<file path="config.mk">
export PLATFORM = sky130hd
export DESIGN_NAME = uart_rx_monitor
export DESIGN_NICKNAME = d
export VERILOG_FILES = /design/src/rtl/uart_rx_monitor.sv
export SDC_FILE = /design/constraint.sdc
export NUM_CORES = 1
export LEC_CHECK = 0
export ABC_AREA = 0
export BUFFER_PORTS_ARGS = -buffer_cell sky130_fd_sc_hd__buf_4
export CAP_MARGIN = 10
export CORE_MARGIN = 5
export CORE_UTILIZATION = 54
export DETAILED_ROUTE_END_ITERATION = 12
export PLACE_DENSITY_LB_ADDON = 0.1
export SYNTH_ARGS = -nofsm -noshare
export SYNTH_HDL_FRONTEND = slang
export SYNTH_SLANG_ARGS = --single-unit
</file>
<file path="constraint.sdc">
create_clock -name clk -period 3.8 [get_ports clk]
set_clock_uncertainty 0.1 [all_clocks]
set_input_delay 0.19 -clock clk [delete_from_list [all_inputs] [get_ports clk]]
set_output_delay 0.19 -clock clk [all_outputs]
set_load 0.03 [all_outputs]
</file>
<file path="src/rtl/uart_rx_monitor.sv">
// UART receive monitor: 8N1 (8E1 with UART_RX_MON_PARITY_EN) deserializer feeding a small byte FIFO, with sticky error flags.
// Latency: byte is visible on data_o/valid_o one cycle after the mid-stop-bit sample (2-cycle input synchronizer ahead of that).
// Backpressure: valid_o/ready_i pop; a byte arriving while the FIFO is full is dropped and sets overrun_o.
module uart_rx_monitor #(
  parameter int BIT_CYCLES = 32,
  parameter int FIFO_DEPTH = 8
) (
  input  logic        clk,
  input  logic        rst,
  input  logic        rx_i,
  input  logic        rx_en_i,
  input  logic        clear_i,
  output logic [7:0]  data_o,
  output logic        valid_o,
  input  logic        ready_i,
  output logic        frame_err_o,
  output logic        overrun_o,
  output logic [15:0] char_cnt_o
);

  localparam int AW = (FIFO_DEPTH > 1) ? $clog2(FIFO_DEPTH) : 1;
  localparam int CW = AW + 1;
  localparam logic [15:0] HALF_BIT = 16'(BIT_CYCLES / 2 - 1);
  localparam logic [15:0] FULL_BIT = 16'(BIT_CYCLES - 1);

  typedef enum logic [2:0] {
    S_IDLE,
    S_START,
    S_DATA,
`ifdef UART_RX_MON_PARITY_EN
    S_PAR,
`endif
    S_STOP,
    S_BREAK
  } state_t;

  state_t          state;
  logic            rx_s1, rx_s2, rx_prev;
  logic [15:0]     bit_cnt;
  logic [2:0]      bit_idx;
  logic [7:0]      shift;
  logic            push_vld;
  logic [7:0]      push_dat;
  logic [7:0]      mem [FIFO_DEPTH];
  logic [AW-1:0]   wr_ptr, rd_ptr;
  logic [CW-1:0]   count;
  logic            full, pop, push_ok, push_drop, stop_ok;

`ifdef UART_RX_MON_PARITY_EN
  logic            par_err;
  assign stop_ok = rx_s2 & ~par_err;
`else
  assign stop_ok = rx_s2;
`endif

  assign valid_o   = (count != '0);
  assign data_o    = valid_o ? mem[rd_ptr] : 8'h00;
  assign full      = (count == CW'(FIFO_DEPTH));
  assign pop       = valid_o & ready_i;
  // A pop in the same cycle frees the slot, so a full FIFO still accepts the push.
  assign push_ok   = push_vld & (~full | pop);
  assign push_drop = push_vld & full & ~pop;

  always_ff @(posedge clk) begin
    if (push_ok) mem[wr_ptr] <= push_dat;
  end

  always_ff @(posedge clk or posedge rst) begin
    if (rst) begin
      state       <= S_IDLE;
      rx_s1       <= 1'b1;
      rx_s2       <= 1'b1;
      rx_prev     <= 1'b1;
      bit_cnt     <= '0;
      bit_idx     <= '0;
      shift       <= '0;
      push_vld    <= 1'b0;
      push_dat    <= '0;
      wr_ptr      <= '0;
      rd_ptr      <= '0;
      count       <= '0;
      frame_err_o <= 1'b0;
      overrun_o   <= 1'b0;
      char_cnt_o  <= '0;
`ifdef UART_RX_MON_PARITY_EN
      par_err     <= 1'b0;
`endif
    end else begin
      rx_s1    <= rx_i;
      rx_s2    <= rx_s1;
      rx_prev  <= rx_s2;
      push_vld <= 1'b0;

      if (push_ok) wr_ptr <= wr_ptr + 1'b1;
      if (pop)     rd_ptr <= rd_ptr + 1'b1;
      count <= count + CW'(push_ok) - CW'(pop);

      // Clear first so a same-cycle increment or flag set below wins.
      if (clear_i) begin
        frame_err_o <= 1'b0;
        overrun_o   <= 1'b0;
        char_cnt_o  <= '0;
      end
      if (push_ok)   char_cnt_o <= char_cnt_o + 16'd1;
      if (push_drop) overrun_o  <= 1'b1;

      if (!rx_en_i) begin
        state <= S_IDLE;
      end else begin
        case (state)
          S_IDLE: begin
            if (rx_prev && !rx_s2) begin
              state   <= S_START;
              bit_cnt <= HALF_BIT;
            end
          end
          S_START: begin
            if (bit_cnt == '0) begin
              if (!rx_s2) begin
                state   <= S_DATA;
                bit_cnt <= FULL_BIT;
                bit_idx <= '0;
`ifdef UART_RX_MON_PARITY_EN
                par_err <= 1'b0;
`endif
              end else begin
                state <= S_IDLE;
              end
            end else begin
              bit_cnt <= bit_cnt - 16'd1;
            end
          end
          S_DATA: begin
            if (bit_cnt == '0) begin
              shift   <= {rx_s2, shift[7:1]};
              bit_cnt <= FULL_BIT;
              bit_idx <= bit_idx + 3'd1;
              if (bit_idx == 3'd7) begin
`ifdef UART_RX_MON_PARITY_EN
                state <= S_PAR;
`else
                state <= S_STOP;
`endif
              end
            end else begin
              bit_cnt <= bit_cnt - 16'd1;
            end
          end
`ifdef UART_RX_MON_PARITY_EN
          S_PAR: begin
            if (bit_cnt == '0) begin
              // Even parity: data ones plus parity bit must be even.
              par_err <= (^shift) ^ rx_s2;
              bit_cnt <= FULL_BIT;
              state   <= S_STOP;
            end else begin
              bit_cnt <= bit_cnt - 16'd1;
            end
          end
`endif
          S_STOP: begin
            if (bit_cnt == '0) begin
              if (stop_ok) begin
                push_vld <= 1'b1;
                push_dat <= shift;
                state    <= S_IDLE;
              end else begin
                frame_err_o <= 1'b1;
                state       <= S_BREAK;
              end
            end else begin
              bit_cnt <= bit_cnt - 16'd1;
            end
          end
          S_BREAK: begin
            if (rx_s2) state <= S_IDLE;
          end
          default: state <= S_IDLE;
        endcase
      end
    end
  end

endmodule

</file>
==> results.txt <==
- Of the cells placed in the final design, the portion with a size suffix greater than 1 is 0.2115.
* Pin count of the biggest net entering global routing: 44
- Syn nets: 471
- The routed layout has 3753 vias.
- Dominant synthesized flop cell: dfrtp_1
- Clock network latency to the later pin of the worst-skew pair: 0.52 ns
- In the routed layout, each cell is associated on average with a via count of 5.686.
- Origin of the critical flop-to-flop path: count[2]
- The max-slew violation total from the final report was 0.
- Number of cells traversed by the worst register-to-register path: 11
- Portion of synthesized cell area occupied by the leading cell type: 0.3266
- After filler insertion, the fill cell instance count of the layout stands at 829.
- The floorplan step defined a die boundary enclosing 13090 um2.
- Most common cell type on the critical path: ha_1
* Kind of start point of the critical path: register
- Yosys Warn Count: 0
- Leading area contributor after synthesis: edfxtp_1
* Max-cap check violation count: 0
- Power density cells: 568.1 nW/um2
- The initial utilization of the core area, before any placement, comes to 0.5476.
- Of the post-synthesis cell area, the part taken by muxes is 0.09186.
* ANT cells: 0
- Final WL: 10.99 mm
* Worst ir drop on vdd: 0.4826 mV
* Count of mapped cells out of synthesis: 451
- Worst slew margin: 0.4056
* TritonCTS buffer count: 17
- Status: complete, no violations
- Clock-pin slew was measured on the worst setup and hold paths at 0.06 ns.
* Post-detailed-placement half-perimeter wirelength: 7.142 mm
- Maximum level of the CTS H-tree: 4
- Number of antenna violations at the first check in global routing: 0
- The worst hold path was traced through 2 stages.
* Count of nets after finishing: 527
- Filler-free cell count of the finished design: 660
- Area Overhead vs Synth: 18.56%
* Antenna Violating Nets Remaining: 0
- In this design, the stage delay of the slowest critical-path cell is 0.45 ns.
* Average wire length per cell after detail routing: 16.65 um
* Critical path cell sequence: inv_1 > ha_1 > or3b_2 > o21a_1 > clkinv_1 > ha_1 > inv_1 > ha_1 > a21o_1 > a21oi_1 > xor2_1
- In the post-synthesis netlist, the cell with the most instances is dfrtp_1.
- Of the total synthesized cell area, the portion taken by AND, OR, NAND and NOR gates is 0.1488.
* # resized after CTS: 0
- For this run the aggregate overflow at the end of global routing stands at 0.
* Adder-Cell Fraction of Synth Area: 0.03104
* Max Fanout on Critical Path: 17
- The final count of hold timing violations came to 0.
- Die Ht: 114.4 um
- Accumulated negative setup slack: 0 ns
- Post-CTS timing repair inserted 0 buffers for setup.
- Destination of the worst hold path: rx_s1
- In this run the critical register-to-register path is captured at count[3].
* Number of enable flip-flop cells after synthesis: 64
- Pin placement for this block handled 33 I/O pins.
- Ranked by instance count, the synthesized netlist is headed by dfrtp_1, edfxtp_1, nand2_1.
* Slowest CP cell: or3b_2
* Final hold slack: 0.2282 ns
- Each instance of the synthesized netlist takes up on average 13.05 um2.
- TritonCTS built the clock tree.
- Async set or reset register ratio after synthesis: 0.5224
* Total Routing Usage GR: 0.1845
- Dividing the final minimum period by the clock period gives 0.7549.
* Endpoint arrival time on the critical path: 3.20 ns
- The first global-routing pass estimated 18.66 mm of wire.
- The via count of the first global-routing pass was 3647.
* RSZ-0062 raised after global routing: no
- Data on the critical path is required at its endpoint by 4.13 ns.
- Max frequency: 0.3486 GHz
- Violation count after the first detailed-route iteration: 178
- Timing analysis after detailed placement gives a worst setup slack of 1.031 ns.
- For the finished layout, the period the worst path requires is 2.869 ns.
- The tightest min-delay check is of the in -> reg type.
- In the post-synthesis netlist, the biggest area contributors are edfxtp_1, dfrtp_1, mux4_2.
- The critical path is of the reg -> reg type.
* Mapped Area: 5884 um2
* Sequential area share after synthesis: 0.6249
* Std-Cell Core Area: 10750 um2
* Post-placement cell count: 623
* Slack of the worst reg-to-reg path: 0.93 ns
- After synthesis, the netlist uses 58 different library cells.
- The die is 114.4 um wide.
- For this run, the share of the core covered by cells in the final layout is 0.6493.
- Number of buffers added to fix hold violations after cts: 5
- Counting flops and latches in the post-synthesis netlist gives 134.
- During placement, the flow inserted port buffers numbering 32.
* GP Congestion: 0.8508
* Maximum clock insertion buffer count: 2
* Startpoint of the tightest hold check path: rx_i
* Leak Pwr: 3.008 nW
* Count of endpoints failing setup in the final report: 0
- First-pass detailed-route iteration total: 4
- Complex-gate fraction of the synthesized area: 0.07740
- Remaining routing DRC violations: 0
* Crit. End Element: register
- Main combinational cell family by area after synthesis: simple AND/OR/NAND/NOR gates
- At the pin with the least slew margin, the transition time is 0.8902 ns.
- Site row count: 38
- Least setup slack across all paths after layout: 0.9315 ns
- Area share of xor/xnor cells in the synthesized design: 0.008930
- The clock net in this run drives a total of 134 sinks.
- Clock Tree Root: clkbuf_8
## final cells by class
| type | count | area (um2) | area share |
|---|---|---|---|
| flip-flops and latches | 134 | 3677 | 0.5271 |
| multi-input cells | 291 | 2113 | 0.3029 |
| inverters | 16 | 60.06 | 0.008608 |
| clock inverters | 11 | 156.4 | 0.02242 |
| clock buffers | 21 | 429.2 | 0.06151 |
| repair buffers | 47 | 365.4 | 0.05237 |
| well taps | 140 | 175.2 | 0.02511 |
## metal layers
| metal | up-vias | global-route usage | share of wire |
|---|---|---|---|
| li1 | 1794 | - | - |
| met5 | - | 0 | 0 |
| met3 | 12 | 0.04017 | 0.034 |
| met4 | 0 | 0.07759 | 0.012 |
| met1 | 1875 | 0.2498 | 0.46 |
| met2 | 72 | 0.2903 | 0.50 |
## stage by stage
stage / instance area (um2) / power (mW)
final: 6977 / 3.964
after global placement: 6341 / 2.356
after detailed placement: 6341 / 2.371
after floorplan: 5884 / 2.187
after CTS: 6977 / 4.012
after global routing: 6977 / 4.156
## flip-flops by register name, summed over array words and instances (netlist names), 3 cells and up
register    count
state           3
bit_cnt        16
wr_ptr          3
char_cnt_o     16
count           4
mem            64
rd_ptr          3
push_dat        8
bit_idx         3
shift           8
## how the worst max path moves through the flow
stage                endpoint      from  depth (start not counted)  slack [ns]
floorplan           mem[2][0]  count[2]                          7        0.96
global placement     count[2]  count[2]                         10        1.15
detailed placement   count[2]  count[2]                         10        1.03
CTS                  count[3]  count[2]                         11        0.90
global route         count[3]  count[2]                         11        0.73
finish               count[3]  count[2]                         11        0.93
## critical path, delay by kind of cell (launching register included)
| kind | cells | cell delay, ns |
|---|---|---|
| AOI/OAI and AO/OA | 3 | 0.78 |
| adders and majority gates | 3 | 0.58 |
| and+or+nand+nor | 1 | 0.45 |
| DFF | 1 | 0.36 |
| buffers and inverters | 3 | 0.31 |
| xor gates and xnor gates | 1 | 0.19 |
## placed cells by master, fill, tap and decap left out, types with 4 or more instances in the layout
| cell type | netlist | layout |
|---|---|---|
| mux4_2 | 16 | 16 |
| edfxtp_1 | 64 | 64 |
| dlygate4sd3_1 | 0 | 5 |
| nor3b_1 | 5 | 5 |
| nor3_1 | 10 | 10 |
| clkbuf_16 | 0 | 16 |
| nand2_1 | 64 | 64 |
| buf_4 | 0 | 42 |
| nand3_1 | 11 | 11 |
| ha_1 | 13 | 13 |
| mux2_2 | 8 | 8 |
| o31ai_1 | 5 | 5 |
| nand4_1 | 5 | 5 |
| xnor2_1 | 4 | 4 |
| bufinv_16 | 0 | 4 |
| nand3b_1 | 4 | 4 |
| dfrtp_1 | 67 | 67 |
| o21ai_0 | 27 | 27 |
| and3_1 | 4 | 4 |
| inv_1 | 15 | 14 |
| or3b_2 | 4 | 4 |
| a21o_1 | 5 | 5 |
| nor2_1 | 28 | 28 |
| a21oi_1 | 12 | 12 |
| clkbuf_1 | 5 | 4 |
| clkinv_1 | 1 | 4 |
| mux2i_1 | 9 | 9 |
| nand2b_1 | 5 | 5 |
## power by group
part / internal, mW / switching [mW]
registers: 1.57 / 0.0975
logic: 0.319 / 0.366
clock network: 1.05 / 0.559
total: 2.94 / 1.02
## cell families (layout without fill, tap and decap cells)
kind of cell | after synthesis | after routing
simple gates | 166 | 166
flops | 134 | 134
compound gates | 72 | 72
mux | 33 | 33
buf+inv | 26 | 95
fa+ha+maj | 14 | 14
xor+xnor | 6 | 6
No activity file was read; power rests on OpenSTA's default activity.
